$ cat src/rtl/fetch_stage_if.sv
// ---------------------------------------------------------------------------
// fetch_stage_if
// Groups the fetch stage's bus signals: the instruction-memory port, the
// stall/redirect controls from the rest of the pipeline, the IF/ID pipeline
// register outputs and the cycle/performance counters.
//
// Modports:
//   master : the fetch stage itself (drives imem_addr, IF/ID and counters)
//   slave  : the environment (memory + pipeline control driving inputs)
// ---------------------------------------------------------------------------
interface fetch_stage_if #(
    parameter int unsigned BUS_WIDTH = 32,
    parameter int unsigned PC_WIDTH  = 32,
    parameter int unsigned CNT_WIDTH = 32
);
    logic [PC_WIDTH-1:0]  imem_addr;
    logic [BUS_WIDTH-1:0] imem_rdata;
    logic                 stall_i;
    logic                 redirect_valid;
    logic [PC_WIDTH-1:0]  redirect_pc;
    logic [BUS_WIDTH-1:0] instrD;
    logic [PC_WIDTH-1:0]  pcD;
    logic [PC_WIDTH-1:0]  pcplus1D;
    logic                 validD;
    logic [CNT_WIDTH-1:0] cycle_count;
    logic [CNT_WIDTH-1:0] perf_fetched;
    logic [CNT_WIDTH-1:0] perf_bubbles;
    logic [CNT_WIDTH-1:0] perf_stalls;

    modport master (
        output imem_addr,
        input  imem_rdata,
        input  stall_i,
        input  redirect_valid,
        input  redirect_pc,
        output instrD,
        output pcD,
        output pcplus1D,
        output validD,
        output cycle_count,
        output perf_fetched,
        output perf_bubbles,
        output perf_stalls
    );

    modport slave (
        input  imem_addr,
        output imem_rdata,
        output stall_i,
        output redirect_valid,
        output redirect_pc,
        input  instrD,
        input  pcD,
        input  pcplus1D,
        input  validD,
        input  cycle_count,
        input  perf_fetched,
        input  perf_bubbles,
        input  perf_stalls
    );
endinterface

$ cat src/rtl/fetch_stage.sv
// ---------------------------------------------------------------------------
// fetch_stage
// Instruction-fetch stage: owns the PC, addresses a combinational instruction
// memory and registers the IF/ID pipeline register. Supports a start-up
// bubble, stall (hold), branch/jump redirect with a one-bubble squash and a
// free-running cycle counter.
//
// Ports:
//   CLK    : clock, all state changes on the rising edge
//   RST_N  : asynchronous active-low reset
//   bus    : fetch_stage_if.master (imem port, stall/redirect, IF/ID, counters)
//
// Optional feature: define FETCH_PERF_EN to build the fetched/bubble/stall
// performance counters; otherwise perf_* outputs are constant zero.
// ---------------------------------------------------------------------------
module fetch_stage #(
    parameter int unsigned          BUS_WIDTH = 32,
    parameter int unsigned          PC_WIDTH  = 32,
    parameter logic [PC_WIDTH-1:0]  RESET_PC  = '0,
    parameter logic [BUS_WIDTH-1:0] BUBBLE    = '0,
    parameter int unsigned          CNT_WIDTH = 32
) (
    input logic           CLK,
    input logic           RST_N,
    fetch_stage_if.master bus
);

    typedef enum logic {
        BOOT,
        RUN
    } state_t;

    localparam logic [PC_WIDTH-1:0]  PC_ONE  = PC_WIDTH'(1);
    localparam logic [CNT_WIDTH-1:0] CNT_ONE = CNT_WIDTH'(1);

    state_t               state_q, state_d;
    logic [PC_WIDTH-1:0]  pc_q, pc_d;
    logic [BUS_WIDTH-1:0] instr_q, instr_d;
    logic [PC_WIDTH-1:0]  pcD_q, pcD_d;
    logic [PC_WIDTH-1:0]  pcPlus1_q, pcPlus1_d;
    logic                 valid_q, valid_d;
    logic [CNT_WIDTH-1:0] cycle_q;

    // State register, PC, IF/ID register and the free-running cycle counter.
    always_ff @(posedge CLK or negedge RST_N) begin
        if (!RST_N) begin
            state_q   <= BOOT;
            pc_q      <= RESET_PC;
            instr_q   <= BUBBLE;
            pcD_q     <= '0;
            pcPlus1_q <= '0;
            valid_q   <= 1'b0;
            cycle_q   <= '0;
        end else begin
            state_q   <= state_d;
            pc_q      <= pc_d;
            instr_q   <= instr_d;
            pcD_q     <= pcD_d;
            pcPlus1_q <= pcPlus1_d;
            valid_q   <= valid_d;
            cycle_q   <= cycle_q + CNT_ONE;
        end
    end

    // Next-state logic. BOOT always writes a bubble because the memory word
    // for the reset PC is only consumed from RUN onwards. In RUN a redirect
    // squashes the in-flight fetch and beats a simultaneous stall; pcD and
    // pcplus1D keep describing the last real instruction across a bubble.
    always_comb begin
        state_d   = state_q;
        pc_d      = pc_q;
        instr_d   = instr_q;
        pcD_d     = pcD_q;
        pcPlus1_d = pcPlus1_q;
        valid_d   = valid_q;
        case (state_q)
            BOOT: begin
                state_d = RUN;
                instr_d = BUBBLE;
                valid_d = 1'b0;
                if (bus.redirect_valid) begin
                    pc_d = bus.redirect_pc;
                end
            end
            RUN: begin
                if (bus.redirect_valid) begin
                    pc_d    = bus.redirect_pc;
                    instr_d = BUBBLE;
                    valid_d = 1'b0;
                end else if (!bus.stall_i) begin
                    instr_d   = bus.imem_rdata;
                    pcD_d     = pc_q;
                    pcPlus1_d = pc_q + PC_ONE;
                    valid_d   = 1'b1;
                    pc_d      = pc_q + PC_ONE;
                end
            end
        endcase
    end

    assign bus.imem_addr   = pc_q;
    assign bus.instrD      = instr_q;
    assign bus.pcD         = pcD_q;
    assign bus.pcplus1D    = pcPlus1_q;
    assign bus.validD      = valid_q;
    assign bus.cycle_count = cycle_q;

`ifdef FETCH_PERF_EN
    logic [CNT_WIDTH-1:0] perfFetched_q;
    logic [CNT_WIDTH-1:0] perfBubbles_q;
    logic [CNT_WIDTH-1:0] perfStalls_q;
    logic                 runAdvance;
    logic                 bubbleWrite;
    logic                 runHold;

    // Event decode mirrors the priority of the next-state logic.
    assign runAdvance  = (state_q == RUN) && !bus.redirect_valid && !bus.stall_i;
    assign bubbleWrite = (state_q == BOOT) || bus.redirect_valid;
    assign runHold     = (state_q == RUN) && !bus.redirect_valid && bus.stall_i;

    // Performance counters, each wrapping at 2^CNT_WIDTH.
    always_ff @(posedge CLK or negedge RST_N) begin
        if (!RST_N) begin
            perfFetched_q <= '0;
            perfBubbles_q <= '0;
            perfStalls_q  <= '0;
        end else begin
            if (runAdvance) begin
                perfFetched_q <= perfFetched_q + CNT_ONE;
            end
            if (bubbleWrite) begin
                perfBubbles_q <= perfBubbles_q + CNT_ONE;
            end
            if (runHold) begin
                perfStalls_q <= perfStalls_q + CNT_ONE;
            end
        end
    end

    assign bus.perf_fetched = perfFetched_q;
    assign bus.perf_bubbles = perfBubbles_q;
    assign bus.perf_stalls  = perfStalls_q;
`else
    assign bus.perf_fetched = '0;
    assign bus.perf_bubbles = '0;
    assign bus.perf_stalls  = '0;
`endif

endmodule

$ cat src/flat_wrapper.sv
// flat-port wrapper written by rule: the top's interface ports become plain ports
module fetch_stage_flat 
#(
    parameter int unsigned          BUS_WIDTH = 32,
    parameter int unsigned          PC_WIDTH  = 32,
    parameter logic [PC_WIDTH-1:0]  RESET_PC  = '0,
    parameter logic [BUS_WIDTH-1:0] BUBBLE    = '0,
    parameter int unsigned          CNT_WIDTH = 32
)
  (CLK, RST_N, bus_imem_addr, bus_imem_rdata, bus_stall_i, bus_redirect_valid, bus_redirect_pc, bus_instrD, bus_pcD, bus_pcplus1D, bus_validD, bus_cycle_count, bus_perf_fetched, bus_perf_bubbles, bus_perf_stalls);
  fetch_stage_if #(.BUS_WIDTH(BUS_WIDTH), .PC_WIDTH(PC_WIDTH), .CNT_WIDTH(CNT_WIDTH)) bus_i ();
  input logic CLK;
  input logic RST_N;
  output wire logic [$bits(bus_i.imem_addr)-1:0] bus_imem_addr;
  input wire logic [$bits(bus_i.imem_rdata)-1:0] bus_imem_rdata;
  input wire logic [$bits(bus_i.stall_i)-1:0] bus_stall_i;
  input wire logic [$bits(bus_i.redirect_valid)-1:0] bus_redirect_valid;
  input wire logic [$bits(bus_i.redirect_pc)-1:0] bus_redirect_pc;
  output wire logic [$bits(bus_i.instrD)-1:0] bus_instrD;
  output wire logic [$bits(bus_i.pcD)-1:0] bus_pcD;
  output wire logic [$bits(bus_i.pcplus1D)-1:0] bus_pcplus1D;
  output wire logic [$bits(bus_i.validD)-1:0] bus_validD;
  output wire logic [$bits(bus_i.cycle_count)-1:0] bus_cycle_count;
  output wire logic [$bits(bus_i.perf_fetched)-1:0] bus_perf_fetched;
  output wire logic [$bits(bus_i.perf_bubbles)-1:0] bus_perf_bubbles;
  output wire logic [$bits(bus_i.perf_stalls)-1:0] bus_perf_stalls;
  assign bus_imem_addr = bus_i.imem_addr;
  assign bus_i.imem_rdata = bus_imem_rdata;
  assign bus_i.stall_i = bus_stall_i;
  assign bus_i.redirect_valid = bus_redirect_valid;
  assign bus_i.redirect_pc = bus_redirect_pc;
  assign bus_instrD = bus_i.instrD;
  assign bus_pcD = bus_i.pcD;
  assign bus_pcplus1D = bus_i.pcplus1D;
  assign bus_validD = bus_i.validD;
  assign bus_cycle_count = bus_i.cycle_count;
  assign bus_perf_fetched = bus_i.perf_fetched;
  assign bus_perf_bubbles = bus_i.perf_bubbles;
  assign bus_perf_stalls = bus_i.perf_stalls;
  fetch_stage #(.BUS_WIDTH(BUS_WIDTH), .PC_WIDTH(PC_WIDTH), .RESET_PC(RESET_PC), .BUBBLE(BUBBLE), .CNT_WIDTH(CNT_WIDTH)) u_core (.CLK(CLK), .RST_N(RST_N), .bus(bus_i));
endmodule
$ cat config.mk
export PLATFORM = sky130hd
export DESIGN_NAME = fetch_stage_flat
export DESIGN_NICKNAME = d
export VERILOG_FILES = /design/src/rtl/fetch_stage_if.sv /design/src/rtl/fetch_stage.sv /design/src/flat_wrapper.sv
export SDC_FILE = /design/constraint.sdc
export NUM_CORES = 1
export LEC_CHECK = 0
export BUFFER_PORTS_ARGS = -buffer_cell sky130_fd_sc_hd__buf_2
export CORE_AREA = 2 2 157 159
export DETAILED_ROUTE_END_ITERATION = 7
export DIE_AREA = 0 0 159 161
export PLACE_DENSITY = 0.59
export SLEW_MARGIN = 25
export SYNTH_ARGS = -nofsm -noshare
export SYNTH_HDL_FRONTEND = slang
export SYNTH_SLANG_ARGS = --single-unit
$ cat constraint.sdc
create_clock -name CLK -period 6.62 [get_ports CLK]
set_clock_uncertainty 0.2 [all_clocks]
set_input_delay 1.324 -clock CLK [delete_from_list [all_inputs] [get_ports CLK]]
set_output_delay 1.324 -clock CLK [all_outputs]
set_load 0.05 [all_outputs]
Word-level counts from Yosys, hierarchy flattened

Cells that the tools add are included.

Output and inout bits: 257
Logic and storage cells: 26
Register bits after elaboration: 162
Input bits: 68

Add/subtract/negate cells: 2
Reductions and logical operators: 2
Bitwise operators: 3
Multiplexer cells: 10
Eq/ne operators: 2

Operator list:

| kind                    | number |
|---|---|
| $mux W32                | 5 |
| $pmux W32 S2            | 2 |
| $add A32 B1 Y32 const B | 2 |
| $ne A3 B3 Y1 const B    | 1 |
| $not A1 Y1              | 3 |
| $reduce_and A3 Y1       | 1 |
| $mux W1                 | 2 |
| $ne A2 B2 Y1 const B    | 1 |
| $pmux W1 S2             | 1 |
| $reduce_and A2 Y1       | 1 |

Depth between registers and ports, before layout

Gate-level depths: netlist of run 1.

Depth in word-level cells: 4
Mapped depth: 9

Least setup slack after synthesis of run 1

OpenSTA, ideal clock, no wires.

Kind: input port to flip-flop
Start point: input bus_stall_i
End point: register u_core.pc_q[29] (netlist: u_core.bus.imem_addr[29])
Cell stages on the path: 7
Setup time: 120 ps
Path buffers: 3
Slack: 3492 ps
Data required time: 6300 ps
Data arrival time: 2808 ps
Cell sequence: buf_2 > or2b_2 > clkbuf_1 > clkbuf_1 > nor4_1 > nand4_1 > a31o_2

Word-level cells in the longest chain between the ends: 2

Ends and longest elaborated chain:

| element                            | RTL line           | RTL |
|---|---|---|
| from (decl)                        | flat_wrapper.sv:16 | `input wire logic [$bits(bus_i.stall_i)-1:0] bus_stall_i;` |
| $ne A3 B3 Y1 (no source line)      | n/a                |  |
| $reduce_and A2 Y1 (no source line) | n/a                |  |
| to (signal assigned)               | fetch_stage.sv:56  | `pc_q <= pc_d;` |
| to (decl)                          | fetch_stage.sv:37  | `logic [PC_WIDTH-1:0] pc_q, pc_d;` |

No other way between the ends.
A chain may end at the register's enable or synchronous reset.

Final worst setup path of run 1

Start point: input bus_redirect_valid
End point: register u_core.pc_q[29] (netlist: u_core.bus.imem_addr[29])

Word-level cells in the longest chain between the ends: 2
Elaborated cells on any way between the ends: 5

Ends and longest elaborated chain:

| element                                           | RTL line           | RTL |
|---|---|---|
| from (decl)                                       | flat_wrapper.sv:17 | `input wire logic [$bits(bus_i.redirect_valid)-1:0] bus_redirect_valid;` |
| $mux W32 (tied with other cells)                  | fetch_stage.sv:86  | `if (bus.redirect_valid) begin` |
| $pmux W32 S2 or $reduce_and A2 Y1 (tied branches) | n/a                |  |

Several ways; a longest one is shown, not always the timed one.

==> impl_results.md, run 1 <==
- Iter 0 DRT Violations: 306
- Most common cell on crit path: buf_4
- TritonCTS clock tree: done
- Die Wd: 159 microns
- Grt peak-use layer: met2
- Fmax: 290 MHz
- # fillers: 2477
- CTS Buf Count: 17
- Post-synth EDFFs: 0
- Layout cell share with drive strength beyond 1: 0.271
- Sequential share of the synthesized area: 0.494
- Setup bufs post-CTS: 0
- WL final: 20.3 mm
- Pwr/cell area: 305 nW/um^2
- Max incr delay on CP: 0.48 ns
- Primary FF master, synth: dfrtp_1
- List of most frequent post-synthesis cells: nand2_1, dfrtp_1, buf_4
- Vias per inst: 4.36
- Post_cts resized: 0
- Period utilization: 0.521
- Post-layout util: 0.410
- Post-DP HPWL: 14.3 mm
- Crit path kind: in -> reg
- Min Tclk post-route: 3.45 ns
- Initial core utilization: 0.343
- # nets final: 1131
- Crit. End Element: flop
- Hold slack final: 0.269 ns
- Worst-path clk slew: 0.07 ns
- Number of clock sinks: 162
- Worst setup SP type: input port
- Top-area cell type share of the netlist area: 0.494
- Routed WL per cell: 14.5 microns
- # hold bufs at CTS: 0
- Critical Path RT: 6.74 ns
- Synth Register Bits: 162
- Multi-input logic area: 3500 sq um
- Count leader, synth: nand2_1
- Clock tree buffer depth: 2
- Diode count: 0
- Residual DRC: 0
- Die ar.: 25600 sq um
- Setup-failing EPs final: 0
- Synthesis-to-finish area growth: 19.7%
- GRT Resource Usage Total: 0.161
- Synth Area per Inst: 9.56 sq um
- Slew HR: 0.412
- Met1 Usage GRT: 0.216
- CP Max Fanout: 66
- Core footprint: 24000 sq um
- Cell taking the most area after synthesis: dfrtp_1
- Initial antenna violation count: 0
- CP max-delay cell: buf_4
- Type of the tightest min-delay check: reg -> reg
- First-pass GRT wire length: 32.7 mm
- Antenna-violating nets left: 0
- Overall die height: 161 microns
- CTS HTree Levels: 4
- Slew @ Worst Pin: 0.879 ns
- Clock Latency Late Sink: 0.42 ns
- Ys Warns: 0
- Congestion Overflow GR: 0
- Max-cap violations: 0
- Largest net degree at the start of global routing: 96
- Vias in the first global route: 5839
- Top Ports: 325
- Worst path cell trace: buf_2 -> buf_4 -> inv_1 -> nand2_1 -> buf_4 -> or2_4 -> buf_16 -> o41ai_1 -> a31o_2
- Max IR drop VDD: 0.000148 V
- Root Buffer: clkbuf_16
- Via Count: 6099
- Netlist Area Pre-Place: 8210 sq um
- Synth top area cells: dfrtp_1, buf_4, nand2_1
- I/O Buffers: 228
- Setup TNS Final: 0 ns
- Slew Limit Fails: 0
- Pleak: 5.00 nW
- Outcome: finished clean
- Grt met2 use: 0.243
- Worst Path Arrival: 3.57 ns
- Synth cell types: 49
- Rows: 57
- Synth async-reset ratio: 1.00
- Pre-antenna DRT Iters: 4
- RSZ-0062 raised after global routing: no
- Synth Instances: 859
- Final hold vios: 0
- Global-route met3 utilization: 0.0668
- Routability cong.: 0.750
- Register area: 4050 sq um
-- worst max-delay path: cells and delay by family --
kind,cells,cell delay [ns]
buf+inv,5,1.36
simple gates,2,0.53
compound gates,2,0.32
-- path summary, 6_finish.rpt --
check,start,endpoint,slack (ns),depth (start not counted)
hold reg to reg,u_core.bus.pcD[16]$_DFFE_PN0P_,u_core.bus.pcD[16]$_DFFE_PN0P_,0.27,2
hold / removal,u_core.bus.pcD[16]$_DFFE_PN0P_,u_core.bus.pcD[16]$_DFFE_PN0P_,0.27,2
setup / recovery,bus_redirect_valid,u_core.bus.imem_addr[29]$_DFFE_PN0P_,3.17,9
min in group asynchronous,RST_N,u_core.bus.instrD[13]$_DFFE_PN0P_,0.70,1
max in group asynchronous,RST_N,u_core.bus.cycle_count[31]$_DFF_PN0_,4.39,2
setup reg to reg,u_core.bus.imem_addr[0]$_DFFE_PN0P_,u_core.bus.imem_addr[30]$_DFFE_PN0P_,4.05,6
-- cells by family (layout without fill, tap and decap cells) --
logic type,Yosys count,after routing,share of synthesized area
and+or+nand+nor,352,352,0.200
DFF,162,162,0.494
buffers and inverters,152,272,0.125
xor gates and xnor gates,88,88,0.0939
AOI/OAI and AO/OA,67,67,0.0421
muxes,34,34,0.0416
adders and majority gates,2,2,0.00305
other,2,97,0.000915
-- cell type report --
class,instances,share of cell area
Multi-Input combinational cell,640,0.356
Clock buffer,18,0.0447
Tap cell,324,0.0413
Inverter,6,0.00229
Sequential cell,162,0.413
Timing Repair Buffer,234,0.124
Clock inverter,14,0.0194
-- stage by stage --
step	std cells	total power [mW]	instance area [sq um]	worst slack, ns
CTS	1397	3.04	9790	2.92
floorplan	954	1.81	8570	3.49
global placement	1365	1.95	9160	2.45
detailed placement	1365	1.96	9160	2.46
global route	1398	3.15	9830	2.94
finish	1398	2.99	9830	3.17
-- sequential cells by signal, indices dropped and copies added, names as in the netlist --
name	cells
u_core.bus.cycle_count	32
u_core.bus.imem_addr	32
u_core.bus.instrD	32
u_core.bus.pcD	32
u_core.bus.pcplus1D	32
u_core.bus.validD	1
u_core.state_q	1
-- layout by cell type (no fill, tap or decap), drive strengths merged, types with 18 or more instances in the layout --
| cell type | instances |
|---|---|
| o21ai | 62 |
| buf | 234 |
| nor2 | 67 |
| clkbuf | 18 |
| nand3 | 27 |
| dfrtp | 162 |
| mux2i | 33 |
| xnor2 | 59 |
| nand2 | 188 |
| conb | 97 |
| xor2 | 29 |
| nand4 | 19 |
-- layer usage --
metal  wire length [microns]  vias to the layer above
met5                       0                        -
met2                    9210                      220
met4                     170                        0
met1                    8990                     2870
met3                    1920                       11
li1                        -                     2998
-- where the power goes --
part | internal (mW) | switching, mW
clock | 0.618 | 0.445
sequential | 1.08 | 0.0829
combinational | 0.147 | 0.618
(Power assumes the default switching activity.)
==> run 2: changes to the inputs <==
- ABC_AREA: default -> 1
- CORE_AREA: 2 2 157 159 -> 2 2 160 162
- DIE_AREA: 0 0 159 161 -> 0 0 162 164
- clock period: 6.62 -> 3.45 ns (I/O delays scaled with it)
==> run 2 against run 1 <==
Against the previous run:
- register-to-register slack got worse by 2.8 ns
- die area up 3.8%
- design area grew 4.9%
- power is 100% higher
- routed wire length increased by 23%
- setup slack worse by 1.9 ns
- critical path type is now reg -> reg
- sequential power increased by 97%
- critical endpoint is now u_core.bus.imem_addr[10]$_DFFE_PN0P_
==> impl_results.md, run 2 <==
- Period utilization: 0.635
- Vias in the first global route: 7138 (+22%)
- Worst Path Arrival: 2.32 ns (-1.25 ns)
- Root Buffer: clkbuf_16
- Via Count: 7512 (+23%)
- Crit path kind: reg -> reg
- GRT Resource Usage Total: 0.188 (+0.0270)
- Vias per inst: 4.52 (+3.7%)
- # nets final: 1388 (+23%)
- # hold bufs at CTS: 0 (unchanged)
- List of most frequent post-synthesis cells: nand2_1, dfrtp_1, nor2_1
- Pre-antenna DRT Iters: 5 (+1)
- Synth top area cells: dfrtp_1, nand2_1, buf_4
- Routed WL per cell: 15.0 microns (+3.6%)
- WL final: 25.0 mm (+23%)
- Min Tclk post-route: 2.19 ns
- Synth Register Bits: 162 (unchanged)
- Post_cts resized: 0 (unchanged)
- Die ar.: 26600 sq um (+3.8%)
- Type of the tightest min-delay check: in -> async
- Commonest non-fill, non-tap cell in the layout: nand2_1
- Synthesis-to-finish area growth: 20.5%
- Residual DRC: 0 (unchanged)
- Routability cong.: 0.883 (+18%)
- RSZ-0062 raised after global routing: no
- Cell taking the most area after synthesis: dfrtp_1
- Initial core utilization: 0.345 (+0.00200)
- Worst-path clk slew: 0.07 ns (about the same)
- Rows: 58 (+1.8%)
- Clock tree buffer depth: 2 (unchanged)
- Top-area cell type share of the netlist area: 0.474 (-0.0198)
- Largest net degree at the start of global routing: 67 (-30%)
- CTS HTree Levels: 4 (unchanged)
- Fmax: 456 MHz
- Antenna-violating nets left: 0 (unchanged)
- Worst path cell trace: ha_1 -> nand2_1 -> nor2_2 -> nand2_2 -> inv_2 -> nand2_1 -> o21ai_1 -> nand2_1 -> nand2_1 -> nand2_1
- Initial antenna violation count: 0 (unchanged)
- Overall die height: 164 microns (+1.9%)
- Crit. End Element: flop
- Final non-filler cell total: 1661 (+19%)
- Pwr/cell area: 585 nW/um^2 (+92%)
- Primary FF master, synth: dfrtp_1
- Max incr delay on CP: 0.51 ns (+0.03 ns)
- I/O Buffers: 228 (unchanged)
- Synth Area per Inst: 7.81 sq um (-18%)
- Total power: 6.04 mW (+100%)
- Post-synth EDFFs: 0 (unchanged)
- Most common cell on crit path: nand2_1
- Post-DP HPWL: 18.9 mm (+33%)
- Die Wd: 162 microns (+1.9%)
- Setup bufs post-CTS: 0 (unchanged)
- Most frequent cells in the layout: nand2_1, buf_2, dfrtp_1
- Count leader, synth: nand2_1
- Ys Warns: 0 (unchanged)
- Netlist Area Pre-Place: 8550 sq um (+4.2%)
- Pleak: 5.53 nW (+11%)
- Iter 0 DRT Violations: 473 (+55%)
- First-pass GRT wire length: 38.8 mm (+19%)
- Slew Limit Fails: 0 (unchanged)
- CTS Buf Count: 17 (unchanged)
- Slew HR: 0.565 (+0.153)
- Critical Path RT: 3.58 ns (-3.16 ns)
- Layout cell share with drive strength beyond 1: 0.233 (-0.0380)
- Synth async-reset ratio: 1.00 (unchanged)
- Synth Instances: 1095 (+27%)
- Number of clock sinks: 162 (unchanged)
- Setup TNS Final: 0 ns (unchanged)
- Outcome: finished clean
- Core footprint: 24800 sq um (+3.6%)
- Slew @ Worst Pin: 0.652 ns (-0.227 ns)
- Max IR drop VDD: 0.000266 V (+79%)
- Diode count: 0 (unchanged)
- Setup-failing EPs final: 0 (unchanged)
- Synth cell types: 37 (-24%)
- CP max-delay cell: dfrtp_1
- CP Max Fanout: 8 (-88%)
- TritonCTS clock tree: done
- Dpl cells: 1629 (+19%)
- Final hold vios: 0 (unchanged)
- Top Ports: 325 (unchanged)
- Sequential share of the synthesized area: 0.474 (-0.0198)
- Max-cap violations: 0 (unchanged)
- Worst setup SP type: flop
- Clock Latency Late Sink: 0.43 ns (about the same)
- Congestion Overflow GR: 0 (unchanged)
## run 2: cell count changes after synthesis, moves of 7 or more
cell / previous run / this run
nand4_1: 17 / 3
inv_1: 6 / 53
mux2i_1: 33 / 0
nand2_1: 188 / 378
nor2_1: 67 / 130
nor2_2: 0 / 7
xor2_1: 29 / 20
xnor2_1: 59 / 9
buf_2: 7 / 17
nand3_1: 27 / 78
clkbuf_1: 29 / 14
## run 2: path summary, 6_finish.rpt
| check | startpoint | to | slack [ns] | cells past startpoint |
|---|---|---|---|---|
| worst min-delay path | RST_N | u_core.bus.pcD[4]$_DFFE_PN0P_ | 0.06 | 1 |
| worst min register to register | u_core.bus.pcplus1D[21]$_DFFE_PN0P_ | u_core.bus.pcplus1D[21]$_DFFE_PN0P_ | 0.28 | 2 |
| max in group asynchronous | RST_N | u_core.bus.imem_addr[24]$_DFFE_PN0P_ | 2.07 | 2 |
| worst max-delay path | u_core.bus.imem_addr[0]$_DFFE_PN0P_ | u_core.bus.imem_addr[10]$_DFFE_PN0P_ | 1.26 | 10 |
| worst max register to register | u_core.bus.imem_addr[0]$_DFFE_PN0P_ | u_core.bus.imem_addr[10]$_DFFE_PN0P_ | 1.26 | 10 |
| min in group CLK | bus_imem_rdata[13] | u_core.bus.instrD[13]$_DFFE_PN0P_ | 0.25 | 3 |
## run 2: kinds of logic after synthesis
| kind of cell | after synthesis | synth area share |
|---|---|---|
| AOI/OAI and AO/OA | 81 | 0.0515 |
| xor gates and xnor gates | 29 | 0.0297 |
| adders and majority gates | 2 | 0.00293 |
| buffers and inverters | 189 | 0.129 |
| DFF | 162 | 0.474 |
| other | 2 | 0.000878 |
| and+or+nand+nor | 630 | 0.312 |
## run 2: worst max-delay path: cells and delay by family (launching register included)
| kind | cells | cell delay, ns |
|---|---|---|
| simple gates | 7 | 0.77 |
| flops | 1 | 0.51 |
| fa+ha+maj | 1 | 0.32 |
| compound gates | 1 | 0.17 |
| buf+inv | 1 | 0.12 |
## run 2: metrics by stage
stage / util / hold WS, ns / area, sq um / setup slack, ns
global route: 0.415 / 0.0935 / 10300 / 1.04
floorplan: - / 0.194 / 8910 / 1.33
finish: 0.415 / 0.0634 / 10300 / 1.26
global placement: 0.391 / 0.260 / 9700 / 1.08
detailed placement: 0.391 / 0.264 / 9700 / 1.08
CTS: 0.415 / 0.0731 / 10300 / 1.25
## run 2: per-layer routing
metal | up-vias | GRT usage | share of wire
met4 | 0 | 0.0684 | 0.026
met1 | 3499 | 0.248 | 0.44
met3 | 44 | 0.0465 | 0.068
met5 | - | 0 | 0
met2 | 272 | 0.301 | 0.46
li1 | 3697 | - | -
## run 2: final cells by class
cell class / instances / area, sq um
inverters: 59 / 221
clock inverters: 14 / 169
clock buffers: 18 / 439
multi-input cells: 839 / 3760
flip-flops and latches: 162 / 4050
fillers: 2654 / 14500
repair buffers: 239 / 1250
well taps: 330 / 413
## run 2: power by group
group	internal [mW]	total, mW	switching (mW)
Sequential	2.11	2.28	0.178
Combinational	0.331	1.78	1.45
Clock	1.11	1.97	0.862
==> run 3: changes to the inputs <==
- ABC_AREA: 1 -> 0
- CORE_AREA: 2 2 160 162 -> 2 2 157 159
- DIE_AREA: 0 0 162 164 -> 0 0 159 161
- PLACE_DENSITY: 0.59 -> 0.61
- clock period: 3.45 -> 1.8 ns (I/O delays scaled with it)
==> run 3 against run 2 <==
Against the previous run:
- the run now ends with negative setup slack left
- register-to-register slack got worse by 1.6 ns
- sequential share of layout area down 5.5 points
- clock power up 76%
- power up 84%
- final cell count decreased by 4.9%
- design area is 18% higher
- critical path type unchanged
- count of clock-buffer cells in the layout increased by 1
- via count is 8.0% lower
- worst hold slack improved by 0.014 ns
- global-route usage fell by 0.81 points
==> impl_results.md, run 3 (synthesis gave the netlist of run 1 again) <==
- Rows: 57 (-1.7%)
- Setup ws final: -0.366 ns (-1.62 ns)
- Vias per inst: 4.38 (-3.2%)
- Outcome: finished with violations
- Commonest non-fill, non-tap cell in the layout: buf_2
- # fillers: 2199 (-17%)
- Post-layout util: 0.506 (+0.0911)
- CP max-delay cell: or4_4
- Max incr delay on CP: 0.54 ns (+0.03 ns)
- WL final: 23.2 mm (-7.2%)
- Slew Limit Fails: 0 (unchanged)
- Iter 0 DRT Violations: 389 (-18%)
- Min Tclk post-route: 2.17 ns (-0.0263 ns)
- Most frequent cells in the layout: buf_2, nand2_1, dfrtp_1
- Clock tree buffer depth: 2 (unchanged)
- Final non-filler cell total: 1579 (-4.9%)
- Congestion Overflow GR: 0 (unchanged)
- Via Count: 6914 (-8.0%)
- Antenna-violating nets left: 0 (unchanged)
- Placed inst area: 10200 sq um (+5.2%)
- Die ar.: 25600 sq um (-3.6%)
- Fmax: 462 MHz (+1.2%)
- Initial antenna violation count: 1 (+1)
- Pwr/cell area: 915 nW/um^2 (+56%)
- Number of clock sinks: 162 (unchanged)
- Die Wd: 159 microns (-1.9%)
- Worst setup SP type: flop
- Largest net degree at the start of global routing: 64 (-4.5%)
- I/O Buffers: 228 (unchanged)
- Layout cell share with drive strength beyond 1: 0.402 (+0.169)
- Initial core utilization: 0.343 (-0.00200)
- Type of the tightest min-delay check: in -> reg
- Residual DRC: 0 (unchanged)
- CP Max Fanout: 18 (+10)
- Setup TNS Final: -9.29 ns (-9.29 ns)
- Core footprint: 24000 sq um (-3.4%)
- Post-DP HPWL: 16.0 mm (-16%)
- Crit. End Element: flop
- Total power: 11.1 mW (+84%)
- Pleak: 6.09 nW (+10%)
- CTS Buf Count: 17 (unchanged)
- Worst Path Arrival: 2.27 ns (-0.05 ns)
- Worst path cell trace: ha_4 -> nand4_1 -> or4_4 -> buf_12 -> nor4b_4 -> xnor2_1 -> o21ai_1
- Crit path kind: reg -> reg
- Dpl cells: 1453 (-11%)
- CTS HTree Levels: 4 (unchanged)
- Overall die height: 161 microns (-1.8%)
- Setup-failing EPs final: 54 (+54)
- Vias in the first global route: 7016 (-1.7%)
- Final hold vios: 0 (unchanged)
- Root Buffer: clkbuf_16
- Routability cong.: 0.776 (-12%)
- GRT Resource Usage Total: 0.180 (-0.00809)
- RSZ-0062 raised after global routing: yes
- Worst-path clk slew: 0.07 ns (about the same)
- TritonCTS clock tree: done
- Fin area: 12100 sq um (+18%)
- Max IR drop VDD: 0.000503 V (+89%)
- Top Ports: 325 (unchanged)
- Diode count: 0 (unchanged)
- Synthesis-to-finish area growth: 47.8%
- Clock Latency Late Sink: 0.43 ns (about the same)
- # nets final: 1312 (-5.5%)
- Critical Path RT: 1.91 ns (-1.67 ns)
- Max-cap violations: 0 (unchanged)
- First-pass GRT wire length: 36.9 mm (-4.8%)
- Pre-antenna DRT Iters: 4 (-1)
- Failing checks: negative setup slack
- Period utilization: 1.20 (+0.568)
- Routed WL per cell: 14.7 microns (-2.4%)
[run 3: path summary, 6_finish.rpt]
check                                                           from                              endpoint  slack (ns)  depth (start not counted)
worst min-delay path                             bus_redirect_pc[29]  u_core.bus.imem_addr[29]$_DFFE_PN0P_        0.08                          4
worst max register to register   u_core.bus.imem_addr[1]$_DFFE_PN0P_  u_core.bus.imem_addr[30]$_DFFE_PN0P_       -0.37                          7
worst max-delay path             u_core.bus.imem_addr[1]$_DFFE_PN0P_  u_core.bus.imem_addr[30]$_DFFE_PN0P_       -0.37                          7
worst min register to register  u_core.bus.cycle_count[31]$_DFF_PN0_  u_core.bus.cycle_count[31]$_DFF_PN0_        0.27                          1
max in group asynchronous                                      RST_N  u_core.bus.imem_addr[25]$_DFFE_PN0P_        0.58                          3
min in group asynchronous                                      RST_N  u_core.bus.cycle_count[16]$_DFF_PN0_        0.20                          2
[run 3: metal layers]
layer / GRT usage / wire length (microns)
met1: 0.230 / 9930
met2: 0.300 / 11700
met3: 0.0385 / 1010
met4: 0.0694 / 541
met5: 0 / 13
[run 3: stage by stage]
step / worst slack, ns / hold slack, ns
2_1_floorplan: -0.494 / -0.136
3_3_place_gp: -0.411 / 0.0898
3_5_place_dp: -0.420 / 0.0831
4_1_cts: -0.388 / 0.0568
5_1_grt: -0.479 / 0.0882
6_report: -0.366 / 0.0774
[run 3: area by class of cell]
class                   instances  area [sq um]  share of cell area
repair buffers                415          3100               0.255
flip-flops and latches        162          4100               0.338
multi-input cells             640          3960               0.326
well taps                     324           405              0.0334
clock buffers                  19           443              0.0365
inverters                       6          22.5             0.00186
clock inverters                13           104             0.00856
[run 3: repair_timing]
action / CTS / global route
hold buffers: 64 / 0
hold endpoints to repair: 161 / 0
buffers inserted: 16 / 17
setup endpoints to repair: 68 / 85
cloned: 0 / 0
resized for setup: 75 / 78
pin swaps: 20 / 29
[run 3: worst max-delay path, delay by kind of cell (launching register included)]
family                     cells  cell delay, ns
DFF                            1            0.39
AOI/OAI and AO/OA              1            0.07
and+or+nand+nor                3            0.91
adders and majority gates      1            0.13
xor gates and xnor gates       1            0.14
buffers and inverters          1            0.19
[run 3: where the power goes]
group | leakage (nW) | switching (mW) | internal (mW)
Sequential | 2.05 | 0.207 | 3.99
Clock | 0.258 | 1.64 | 1.83
Combinational | 3.78 | 2.51 | 0.927
